--- src/rtl/axis_fifo_counted.sv ---
// Single-clock AXI-Stream FIFO with a first-word-fall-through registered output,
// occupancy count and registered almost-full / almost-empty flags.
module axis_fifo_counted #(
    parameter int unsigned WIDTH     = 8,
    parameter int unsigned DEPTH     = 16,
    parameter int unsigned AF_THRESH = DEPTH - 2,
    parameter int unsigned AE_THRESH = 1
) (
    input  logic                         clk,
    input  logic                         rst,
    output logic                         s_axis_tready,
    input  logic                         s_axis_tvalid,
    input  logic [WIDTH-1:0]             s_axis_tdata,
    input  logic                         m_axis_tready,
    output logic                         m_axis_tvalid,
    output logic [WIDTH-1:0]             m_axis_tdata,
    output logic [$clog2(DEPTH+1)-1:0]   count,
    output logic                         almost_full,
    output logic                         almost_empty
);

    localparam int unsigned CW    = $clog2(DEPTH + 1);
    localparam int unsigned MEM_D = DEPTH - 1;
    localparam int unsigned PW    = (MEM_D > 1) ? $clog2(MEM_D) : 1;

    localparam logic [CW-1:0] FULL_C = CW'(DEPTH);
    localparam logic [CW-1:0] AF_C   = CW'(AF_THRESH);
    localparam logic [CW-1:0] AE_C   = CW'(AE_THRESH);
    localparam logic [PW-1:0] LAST_C = PW'(MEM_D - 1);

    logic [WIDTH-1:0] mem [MEM_D];
    logic [PW-1:0]    wr_ptr;
    logic [PW-1:0]    rd_ptr;
    logic [CW-1:0]    mem_count;
    logic [CW-1:0]    count_next;
    logic             in_fire;
    logic             out_fire;
    logic             mem_empty;
    logic             oreg_load;
    logic             mem_push;
    logic             mem_pop;

    function automatic logic [PW-1:0] next_ptr(input logic [PW-1:0] p);
        return (p == LAST_C) ? '0 : p + PW'(1);
    endfunction

    // Transfer decode; an empty memory with a free output slot sends the word straight to the output.
    always_comb begin
        in_fire    = s_axis_tvalid && s_axis_tready && !rst;
        out_fire   = m_axis_tvalid && m_axis_tready;
        mem_empty  = (mem_count == '0);
        oreg_load  = !m_axis_tvalid || out_fire;
        mem_pop    = oreg_load && !mem_empty;
        mem_push   = in_fire && !(oreg_load && mem_empty);
        count_next = count + CW'(in_fire) - CW'(out_fire);
    end

    // Control state; ready and flags are computed from next count so they track count exactly.
    always_ff @(posedge clk) begin
        if (rst) begin
            count         <= '0;
            mem_count     <= '0;
            wr_ptr        <= '0;
            rd_ptr        <= '0;
            m_axis_tvalid <= 1'b0;
            s_axis_tready <= 1'b1;
            almost_full   <= 1'b0;
            almost_empty  <= 1'b1;
        end else begin
            count         <= count_next;
            mem_count     <= mem_count + CW'(mem_push) - CW'(mem_pop);
            s_axis_tready <= (count_next != FULL_C);
            almost_full   <= (count_next >= AF_C);
            almost_empty  <= (count_next <= AE_C);
            if (oreg_load) begin
                m_axis_tvalid <= !mem_empty || in_fire;
            end
            if (mem_push) begin
                wr_ptr <= next_ptr(wr_ptr);
            end
            if (mem_pop) begin
                rd_ptr <= next_ptr(rd_ptr);
            end
        end
    end

    // Data path carries no reset; contents are meaningless while the valid state is clear.
    always_ff @(posedge clk) begin
        if (!rst && oreg_load) begin
            if (!mem_empty) begin
                m_axis_tdata <= mem[rd_ptr];
            end else if (in_fire) begin
                m_axis_tdata <= s_axis_tdata;
            end
        end
        if (mem_push) begin
            mem[wr_ptr] <= s_axis_tdata;
        end
    end

`ifndef SYNTHESIS
    initial begin
        if (WIDTH < 1 || DEPTH < 2 || AF_THRESH < 1 || AF_THRESH > DEPTH || AE_THRESH > DEPTH - 1) begin
            $error("axis_fifo_counted: parameter out of range");
            $finish;
        end
    end

    always_ff @(posedge clk) begin
        if (!rst) begin
            assert (count <= FULL_C)
                else $error("axis_fifo_counted: count exceeds depth");
            assert (m_axis_tvalid == (count != '0))
                else $error("axis_fifo_counted: tvalid inconsistent with count");
        end
    end
`endif

endmodule

--- config.mk ---
export PLATFORM = sky130hd
export DESIGN_NAME = axis_fifo_counted
export DESIGN_NICKNAME = d
export VERILOG_FILES = /design/src/rtl/axis_fifo_counted.sv
export SDC_FILE = /design/constraint.sdc
export NUM_CORES = 1
export LEC_CHECK = 0
export CORE_ASPECT_RATIO = 2
export CORE_UTILIZATION = 45
export DETAILED_ROUTE_END_ITERATION = 8
export PLACE_DENSITY = 0.59
export SLEW_MARGIN = 10
export SYNTH_ARGS = -nofsm -noshare
export SYNTH_HDL_FRONTEND = slang
export SYNTH_SLANG_ARGS = --single-unit
--- constraint.sdc ---
create_clock -name clk -period 3.9 [get_ports clk]
set_clock_uncertainty 0.1 [all_clocks]
set_input_delay 0.78 -clock clk [delete_from_list [all_inputs] [get_ports clk]]
set_output_delay 0.78 -clock clk [all_outputs]
set_load 0.1 [all_outputs]
==> impl_metrics.yaml, run 1 <==
logic_synthesis:
  synthAdderAreaFrac_pct: 2.75
  synth_seq_area_share_pct: 67.6
  syn_avg_cell_area_um2: 16.4
  post_synth_inst_count: 394
  largest_family_of_logic_cells_by_synthesized_area: "multiplexers"
  yosys.area.top_type_share_pct: 59.6
  postSynthNetCount: 419
  synth.yosys.warnings: 0
  yosys.area.top_type: "sky130_fd_sc_hd__edfxtp_1"
  synth_async_sr_flop_share_pct: 0
  post_synth_main_area_contributors: "sky130_fd_sc_hd__edfxtp_1 60%, sky130_fd_sc_hd__dfxtp_1 8.1%, sky130_fd_sc_hd__mux4_2 4.2%, sky130_fd_sc_hd__mux4_1 3.7%, sky130_fd_sc_hd__mux2i_1 3.1%"
  yosys.area_share.simple_pct: 7.00
  synth.cell_area_um2: 6450
  synth_ff_type: "sky130_fd_sc_hd__edfxtp_1"
  synthXorXnorAreaFrac_pct: 0.679
  post_synth_most_frequent_cells: "128 x sky130_fd_sc_hd__edfxtp_1, 26 x sky130_fd_sc_hd__dfxtp_1, 23 x sky130_fd_sc_hd__nor2_1"
  synth_enable_flop_cells: 128
  yosys.cell_count.top_type: "sky130_fd_sc_hd__edfxtp_1"
  synth.ff_latch_count: 154
  synth_compound_area_share_pct: 6.81
  synth.mux.area_fraction_pct: 12.0
  synthDistinctLibCells: 58
detailed_routing:
  detailroute.via_count: 3505
  routedWlPerCell_um: 20.3
  firstDrtPassIters: 4
  drcViolationCount: 0
  route.detailed.vias_per_inst: 5.43
  antenna_violating_nets_post_route: 0
  drc_marker_count_from_the_first_detailed_route_iteration: 174
  drt_wl_total_um: 13100
setup_path:
  worst_path_dominant_cell_family: "adder cells"
  cp_data_arrival_time_ns: 3.52
  setup.reg_to_reg.worst_slack_ns: 0.77
  timing_worst_setup_path_type: "in -> reg"
  critPathSlowestCell: "sky130_fd_sc_hd__clkdlybuf4s50_1"
  path_buf_inv: 3
  reg2reg_to: "mem_count[4]$_SDFF_PP0_"
  endpoint_kind: "register"
  worst_reg_to_reg_cells: 12
  cp.required_ns: 4.14
  cp_cell_sequence: "clkdlybuf4s50_1 > nand2b_1 > a21oi_4 > inv_2 > ha_1 > inv_1 > ha_1 > fa_1 > a21oi_1 > nor2_1 > or3_1 > a21oi_1"
  crit_fanout: 10
  critical-path-max-stage-delay_ns: 0.43
  startpoint_type: "primary input"
  r2r-start: "mem_count[2]$_SDFF_PP0_"
pwr:
  sequentialPowerShare_pct: 38.7
  cellInternalPower_mw: 3.61
  switchingPower_mw: 1.86
  power.ir.vdd_worst_mv: 0.480
  power.static_leakage_nw: 2.59
  power.share.combinational_pct: 31.0
  power-per-cell-area_nw_per_um2: 719
  switching_share_pct: 34.0
  clkPwrFrac_pct: 30.3
clocking:
  tritoncts: "done"
  cts_hold_buffers: 0
  clkLatencyLatePin_ns: 0.41
  ctsHtreeMaxLevel: 4
  cts.clk_slew.worst_paths_ns: 0.06
  cts_sinks: 154
  max-clock-path-buffers: 2
  clk_root_buffer_cell: "sky130_fd_sc_hd__clkbuf_16"
  postCtsResizedCells: 0
  cts_buffers: 17
  cts.repair_timing.setup_buffer_count: 0
hold_path:
  worst_hold_path_endpoint: "wr_ptr[3]$_SDFFE_PP0N_"
  hold_path_depth: 2
  hp-class: "reg -> reg"
  timing.hold.worst.start: "wr_ptr[3]$_SDFFE_PP0N_"
final_layout:
  fin_nets: 469
  filler_cell_count: 1135
  antennaDiodeCount: 0
  growth_of_design_area_from_synthesis_to_finish_pct: 17.9
  non_filler_cells_final: 646
  layout_cell_share_with_drive_strength_beyond_1_pct: 17.9
  finalCoreUtilization_pct: 54.4
timing:
  report.final.slew_viol_count: 0
  hold_viol_final: 0
  grt_setup_unrepaired: "no"
  worstMarginPinSlew_ns: 1.06
  fmax_ghz: 0.305
  final-setup-viol-count: 0
  min_period_over_period_pct: 84.2
  maxSlewHeadroom_pct: 29.5
  fin_crit_ns: 3.28
  holdWs_ns: 0.480
  finalSetupTns_ns: 0
floorplanning:
  full_die_area_um2: 14800
  std_cell_rows: 61
  die_w_um: 86.7
  dieHeight_um: 171
  ioPinCount: 29
  core_area_um2: 14000
  initial_utilization_pct: 46.2
global_routing:
  via_count_of_the_first_global_routing_pass: 3665
  gr-max-usage-layer: "met2"
  globalRouteOverflowTotal: 0
  grt_use_met1_pct: 20.3
  global_route_wire_length_before_repair_um: 20400
  global_route.usage.total_pct: 19.4
  grt_antenna_before_repair: 0
  largest_net_degree_at_the_start_of_global_routing: 23
  grtUsageMet3_pct: 3.93
  grt_use_met2_pct: 36.7
status:
  outcome: "complete, no violations"
placed_design:
  dp_cells: 614
  post-dp-hpwl_um: 8990
  placement.io_buffers: 28
  gpl_wtd_cong: 0.779
run:
  max_cap_viol_count: 0
==> power groups by stage <==
stage / logic (mW) / clock network (mW) / registers [mW]
floorplan: 0.967 / 0 / 2.53
global placement: 1.68 / 0 / 2.16
detailed placement: 1.70 / 0 / 2.16
CTS: 1.71 / 1.68 / 2.13
global route: 1.82 / 1.75 / 2.14
finish: 1.69 / 1.65 / 2.12
==> cells by family after synthesis <==
logic type	after synthesis
flip-flops	154
AND/OR/NAND/NOR	81
AO/OA/AOI/OAI	62
multiplexers	47
buffers and inverters	32
adder cells (fa/ha/maj)	13
XOR/XNOR	5
==> worst min-delay path, cell delays in order, from the launching register on <==
cell	delay [ns]
sky130_fd_sc_hd__dfxtp_1	0.37
sky130_fd_sc_hd__o21ai_0	0.10
sky130_fd_sc_hd__a21oi_1	0.06
==> state kept, by name (all words and copies together) (netlist names), named ones only <==
register / count
m_axis_tvalid: 1
almost_empty: 1
count: 5
wr_ptr: 4
m_axis_tdata: 8
mem_count: 5
almost_full: 1
mem: 120
rd_ptr: 4
s_axis_tready: 1
==> layout by cell type (no fill, tap or decap), drive strengths merged, types with 3 or more instances in the layout <==
cell type	Yosys	final
edfxtp	128	128
o21ai	12	12
a31oi	4	4
a21o	3	3
nand2b	5	5
nand2	16	16
buf	8	21
clkinvlp	0	3
mux4	21	21
nor2	23	23
clkinv	0	6
nor4	4	4
mux2i	20	20
nor2b	11	11
nor3	8	8
nand3b	3	3
clkbuf	10	18
ha	11	11
bufinv	0	3
dfxtp	26	26
o211ai	3	3
inv	14	16
a211oi	4	4
xnor2	4	4
o211a	4	4
mux2	6	6
a221oi	3	3
a211o	5	5
clkdlybuf4s50	0	28
a21oi	14	14
==> worst max path at each step <==
stage,from,slack (ns),cells after the start,to
2_1_floorplan,m_axis_tvalid$_SDFFE_PP0P_,0.60,11,mem_count[4]$_SDFF_PP0_
3_3_place_gp,m_axis_tready,0.27,12,mem_count[4]$_SDFF_PP0_
3_5_place_dp,m_axis_tready,0.21,12,mem_count[4]$_SDFF_PP0_
4_1_cts,m_axis_tready,0.63,12,mem_count[4]$_SDFF_PP0_
5_1_grt,m_axis_tready,0.39,12,mem_count[4]$_SDFF_PP0_
6_report,m_axis_tready,0.62,12,mem_count[4]$_SDFF_PP0_
==> cell type report <==
cell class / count / area, um2 / share of cell area, %
Sequential cell: 154 / 4370 / 57.4
Multi-Input combinational cell: 208 / 1910 / 25.1
Clock buffer: 18 / 429 / 5.64
Tap cell: 189 / 236 / 3.11
Timing Repair Buffer: 49 / 438 / 5.76
Clock inverter: 14 / 171 / 2.25
Inverter: 14 / 52.6 / 0.691
==> routing by layer <==
metal  vias up  share of wire [%]
met2        71                 58
met5         -                  0
li1       1641                  -
met1      1770                 37
met3        23                2.8
met4         0                2.3
==> metrics by stage <==
| stage | setup WS, ns | power (mW) | area (um2) |
|---|---|---|---|
| after floorplan | 0.603 | 3.49 | 6450 |
| after global placement | 0.269 | 3.84 | 7000 |
| after detailed placement | 0.206 | 3.86 | 7000 |
| after CTS | 0.626 | 5.52 | 7600 |
| after global routing | 0.389 | 5.71 | 7600 |
| final | 0.618 | 5.47 | 7600 |
Note: power is estimated with default switching activity, not from simulation.
==> inputs of run 2 (changes only) <==
clock period = 3.1 ns   (was 3.9 ns; I/O delays follow)
==> impl_metrics.yaml, run 2 (synthesis gave the netlist of run 1 again) <==
status:
  outcome: "complete, no violations"
pwr:
  power.ir.vdd_worst_mv: 0.662
  power.static_leakage_nw: 2.70
  switching_share_pct: 34.5
  power-per-cell-area_nw_per_um2: 896
  clkPwrFrac_pct: 29.2
  cellInternalPower_mw: 4.53
  power.share.combinational_pct: 33.0
  sequentialPowerShare_pct: 37.8
  switchingPower_mw: 2.38
  finalPower_mw: 6.91
detailed_routing:
  detailroute.via_count: 3594
  firstDrtPassIters: 4
  antenna_violating_nets_post_route: 0
  m1WireLength_um: 4930
  drt_wl_total_um: 13100
  routed-wl-met3_um: 336
  drcViolationCount: 0
  top_signal_layer_used: "met4"
  drc_marker_count_from_the_first_detailed_route_iteration: 172
  routedWlPerCell_um: 19.5
  routed_wl_met2_um: 7390
  route.detailed.vias_per_inst: 5.37
timing:
  report.final.slew_viol_count: 0
  worstMarginPinSlew_ns: 0.670
  fin_crit_ns: 2.91
  final-setup-viol-count: 0
  maxSlewHeadroom_pct: 55.2
  grt_setup_unrepaired: "no"
  min_period_over_period_pct: 93.8
  fmax_ghz: 0.344
  hold_viol_final: 0
  finalSetupTns_ns: 0
global_routing:
  grt_antenna_before_repair: 0
  global_route_wire_length_before_repair_um: 20400
  global_route.usage.total_pct: 19.3
  largest_net_degree_at_the_start_of_global_routing: 38
  globalRouteOverflowTotal: 0
  via_count_of_the_first_global_routing_pass: 3812
clocking:
  cts.repair_timing.setup_buffer_count: 0
  clkLatencyLatePin_ns: 0.41
  cts_sinks: 154
  ctsHtreeMaxLevel: 4
  max-clock-path-buffers: 2
  tritoncts: "done"
  clk_root_buffer_cell: "sky130_fd_sc_hd__clkbuf_16"
  postCtsResizedCells: 0
  cts.clk_slew.worst_paths_ns: 0.06
  cts_hold_buffers: 0
  cts_buffers: 17
placed_design:
  gpl_wtd_cong: 0.812
  placement.io_buffers: 28
  dp_cells: 637
  total_cell_area_at_the_placement_stage_um2: 7140
  post-dp-hpwl_um: 8830
final_layout:
  mostFrequentLayoutCell: "sky130_fd_sc_hd__edfxtp_1"
  seqCellArea_um2: 4370
  non_filler_cells_final: 669
  filler_cell_count: 1149
  antennaDiodeCount: 0
  biggestRegsByFlops: "mem x120, m_axis_tdata x8"
  final_cell_mix: "128 x sky130_fd_sc_hd__edfxtp_1, 61 x sky130_fd_sc_hd__buf_4, 23 x sky130_fd_sc_hd__nor2_1, 23 x sky130_fd_sc_hd__dfxtp_1, 20 x sky130_fd_sc_hd__mux2i_1"
  finalCoreUtilization_pct: 55.2
  multi_input_comb_area_um2: 1910
  fin_nets: 492
  register_containing_the_most_flip_flops_in_the_final_layout: "mem"
  flip_flop_count_of_the_largest_register_all_copies_and_words_added: 120
  layout_cell_share_with_drive_strength_beyond_1_pct: 25.2
  final_design_area_no_fill_um2: 7710
  growth_of_design_area_from_synthesis_to_finish_pct: 19.5
setup_path:
  cp_data_arrival_time_ns: 3.15
  endpoint_kind: "register"
  crit_fanout: 2
  startpoint_type: "primary input"
  timing_worst_setup_path_type: "in -> reg"
  worst_reg_to_reg_cells: 14
  setup.reg_to_reg.worst_slack_ns: 0.24
  cp.required_ns: 3.34
run:
  max_cap_viol_count: 0
floorplanning:
  full_die_area_um2: 14800
  std_cell_rows: 61
  ioPinCount: 29
  die_w_um: 86.7
  core_area_um2: 14000
  dieHeight_um: 171
  initial_utilization_pct: 46.2
hold_path:
  hp-class: "reg -> reg"
  hold_path_depth: 2
[run 2: changes by cell type in the layout (fill, tap and decap cells not counted), sizes merged]
cell           previous run  this run
buf                      21        61
clkdlybuf4s50            28        11
bufinv                    3         2
clkinv                    6         5
clkinvlp                  3         4
inv                      16        17
[run 2: power by group through the flow]
stage | Combinational [mW] | Sequential [mW] | Clock (mW)
final | 2.28 | 2.61 | 2.02
after global routing | 2.46 | 2.64 | 2.12
after CTS | 2.30 | 2.62 | 2.04
after detailed placement | 2.29 | 2.66 | 0
after global placement | 2.26 | 2.65 | 0
after floorplan | 1.22 | 3.18 | 0
[run 2: final timing paths]
path                             endpoint               startpoint
setup / recovery  mem_count[4]$_SDFF_PP0_            s_axis_tvalid
hold / removal     wr_ptr[2]$_SDFFE_PP0N_   wr_ptr[0]$_SDFFE_PP0N_
setup reg to reg  mem_count[4]$_SDFF_PP0_  mem_count[2]$_SDFF_PP0_
hold reg to reg    wr_ptr[2]$_SDFFE_PP0N_   wr_ptr[0]$_SDFFE_PP0N_
[run 2: final cells by class]
type | count | share of cell area (%)
Clock buffer | 18 | 5.57
Clock inverter | 14 | 1.88
Inverter | 14 | 0.681
Multi-Input combinational cell | 208 | 24.8
Sequential cell | 154 | 56.6
Tap cell | 189 | 3.07
Timing Repair Buffer | 72 | 7.37
[run 2: through the flow]
stage | setup slack, ns | hold slack [ns]
final | 0.191 | 0.482
after global routing | 0.0431 | 0.519
after CTS | 0.196 | 0.477
after detailed placement | -0.229 | 0.461
after global placement | -0.173 | 0.451
after floorplan | 0.171 | 0.405
[run 2: worst max-delay path, cell delays in order]
cell and delay (ns):
sky130_fd_sc_hd__clkdlybuf4s50_1 0.53, sky130_fd_sc_hd__nand3b_4 0.09, sky130_fd_sc_hd__buf_4 0.14, sky130_fd_sc_hd__a21oi_4 0.12
sky130_fd_sc_hd__inv_2 0.05, sky130_fd_sc_hd__ha_1 0.26, sky130_fd_sc_hd__inv_1 0.04, sky130_fd_sc_hd__ha_1 0.19
sky130_fd_sc_hd__fa_1 0.38, sky130_fd_sc_hd__a21oi_1 0.16, sky130_fd_sc_hd__nor2_1 0.06, sky130_fd_sc_hd__or3_1 0.34
sky130_fd_sc_hd__a21oi_1 0.16
[run 2: routing by layer]
layer | GRT usage [%] | vias up
met3 | 3.31 | 27
met2 | 36.1 | 71
met4 | 9.57 | 0
met5 | 0 | -
met1 | 20.4 | 1808
li1 | - | 1688
==> inputs of run 3 (changes only) <==
GPL_TIMING_DRIVEN = 0   (was not set)
PLACE_DENSITY = 0.62   (was 0.59)
RECOVER_POWER = 25   (was not set)
clock period = 2.6 ns   (was 3.1 ns; I/O delays follow)
==> impl_metrics.yaml, run 3 (synthesis gave the netlist of run 1 again) <==
floorplanning:
  core_area_um2: 14000
  dieHeight_um: 171
  initial_utilization_pct: 46.2
  ioPinCount: 29
  std_cell_rows: 61
  full_die_area_um2: 14800
  die_w_um: 86.7
final_layout:
  mostFrequentLayoutCell: "sky130_fd_sc_hd__edfxtp_1"
  fin_nets: 483
  flip_flop_count_of_the_largest_register_all_copies_and_words_added: 120
  antennaDiodeCount: 0
  seqCellArea_um2: 4380
  register_containing_the_most_flip_flops_in_the_final_layout: "mem"
  multi_input_comb_area_um2: 2020
  growth_of_design_area_from_synthesis_to_finish_pct: 21.1
  final_cell_mix: "128 x sky130_fd_sc_hd__edfxtp_1, 20 x sky130_fd_sc_hd__mux2i_1, 20 x sky130_fd_sc_hd__dfxtp_1, 18 x sky130_fd_sc_hd__buf_4"
  biggestRegsByFlops: "mem x120, m_axis_tdata x8"
  filler_cell_count: 1096
  final_design_area_no_fill_um2: 7810
  layout_cell_share_with_drive_strength_beyond_1_pct: 25.3
global_routing:
  grtUsageMet3_pct: 3.60
  grt_antenna_before_repair: 0
  grt_use_met2_pct: 38.1
  globalRouteOverflowTotal: 0
  grt_use_met1_pct: 19.9
  via_count_of_the_first_global_routing_pass: 3748
  largest_net_degree_at_the_start_of_global_routing: 17
  global_route.usage.total_pct: 19.8
  gr-max-usage-layer: "met2"
  global_route_wire_length_before_repair_um: 20700
clocking:
  tritoncts: "done"
  ctsHtreeMaxLevel: 4
  clk_root_buffer_cell: "sky130_fd_sc_hd__clkbuf_16"
  cts_sinks: 154
  clkLatencyLatePin_ns: 0.42
  cts_buffers: 17
  cts.clk_slew.worst_paths_ns: 0.06
  max-clock-path-buffers: 2
setup_path:
  critical-path-max-stage-delay_ns: 0.36
  worst_reg_to_reg_cells: 14
  cp.required_ns: 2.84
  worst_path_dominant_cell_family: "adder cells"
  r2r-start: "mem_count[3]$_SDFF_PP0_"
  crit_fanout: 3
  startpoint_type: "register"
  critPathSlowestCell: "sky130_fd_sc_hd__fa_2"
  cp_data_arrival_time_ns: 2.93
  setup.reg_to_reg.worst_slack_ns: -0.09
  endpoint_kind: "register"
  worstSetupStartpoint: "mem_count[3]$_SDFF_PP0_"
  levels_on_crit_path: 14
  reg2reg_to: "mem_count[4]$_SDFF_PP0_"
  critPathMostFrequentCell: "sky130_fd_sc_hd__ha_4"
  timing_worst_setup_path_type: "reg -> reg"
  path_buf_inv: 4
  endpoint: "mem_count[4]$_SDFF_PP0_"
  cp_cell_sequence: "inv_2 > ha_4 > nor4b_4 > buf_4 > a21oi_4 > inv_4 > ha_4 > inv_2 > ha_4 > fa_2 > a21oi_2 > nor2_1 > or3_1 > a21oi_1"
timing:
  worstMarginPinSlew_ns: 0.982
  fin_crit_ns: 2.69
  final-setup-viol-count: 1
  hold_viol_final: 0
  fmax_ghz: 0.372
  maxSlewHeadroom_pct: 34.4
  grt_setup_unrepaired: "yes"
  report.final.slew_viol_count: 0
  min_period_over_period_pct: 103
  final_critical_path_setup_slack_ns: -0.0892
hold_path:
  hp-class: "in -> reg"
  hold_path_depth: 2
detailed_routing:
  firstDrtPassIters: 4
  detailroute.via_count: 3615
  drc_marker_count_from_the_first_detailed_route_iteration: 171
  drcViolationCount: 0
  drt_wl_total_um: 13400
  route.detailed.vias_per_inst: 5.49
  antenna_violating_nets_post_route: 0
  routedWlPerCell_um: 20.4
status:
  outcome: "finished with violations"
  violations: "setup timing"
pwr:
  power.ir.vdd_worst_mv: 0.744
  power.static_leakage_nw: 2.64
  power-per-cell-area_nw_per_um2: 1080
  finalPower_mw: 8.40
placed_design:
  total_cell_area_at_the_placement_stage_um2: 7120
  gpl_wtd_cong: 0.758
  post-dp-hpwl_um: 9490
  placement.io_buffers: 28
  preCtsSetupSlack_ns: -0.766
run:
  max_cap_viol_count: 0
## run 3: worst register-to-register path: stages, from the launching register on
cell	delay, ns
sky130_fd_sc_hd__dfxtp_2	0.34
sky130_fd_sc_hd__inv_2	0.05
sky130_fd_sc_hd__ha_4	0.15
sky130_fd_sc_hd__nor4b_4	0.13
sky130_fd_sc_hd__buf_4	0.15
sky130_fd_sc_hd__a21oi_4	0.16
sky130_fd_sc_hd__inv_4	0.05
sky130_fd_sc_hd__ha_4	0.26
sky130_fd_sc_hd__inv_2	0.04
sky130_fd_sc_hd__ha_4	0.15
sky130_fd_sc_hd__fa_2	0.36
sky130_fd_sc_hd__a21oi_2	0.14
sky130_fd_sc_hd__nor2_1	0.06
sky130_fd_sc_hd__or3_1	0.36
sky130_fd_sc_hd__a21oi_1	0.12
## run 3: power breakdown
group	total, mW	internal (mW)	switching [mW]	leakage [nW]
sequential	3.06	2.92	0.136	1.37
clock	2.35	1.33	1.02	0.257
combinational	2.99	1.19	1.80	1.01
total	8.40	5.44	2.96	2.64
## run 3: layout make-up
class	count	area share (%)
plain buffers	18	1.89
clock buffers	17	5.45
clock inverters	14	1.78
inverters	14	0.705
multi-input cells	208	25.9
flip-flops and latches	154	56.0
well taps	189	3.03
repair buffers	45	5.19
## run 3: layer usage
layer	wire, um	share of wire (%)
met4	385	2.9
met2	7800	58
met5	0	0
met1	4820	36
met3	434	3.2
## run 3: per-stage QoR
stage                     util (%)  setup TNS [ns]  hold slack [ns]  cells
after global routing          55.9          -0.246            0.460    659
after floorplan                  -         -0.0982            0.405    394
after CTS                     55.9         -0.0803            0.426    659
after global placement        50.3          -89.63            0.448    611
final                         55.9         -0.0892            0.434    659
after detailed placement      51.0          -40.89            0.460    618
## run 3: how the worst min path moves through the flow
| stage | start | endpoint |
|---|---|---|
| 2_1_floorplan | rd_ptr[1]$_SDFFE_PP0P_ | register |
| 6_report | rst | count[2]$_SDFF_PP0_ |
| 4_1_cts | rst | count[2]$_SDFF_PP0_ |
| 5_1_grt | rst | count[2]$_SDFF_PP0_ |
| 3_3_place_gp | wr_ptr[3]$_SDFFE_PP0N_ | wr_ptr[3]$_SDFFE_PP0N_ |
| 3_5_place_dp | wr_ptr[3]$_SDFFE_PP0N_ | wr_ptr[3]$_SDFFE_PP0N_ |
## run 3: what timing repair did
item	4_1_cts	5_1_grt
endpoints found under the setup margin	31	7
pin swaps	10	0
resized for setup	20	2
hold buffers	0	0
setup buffers	11	0
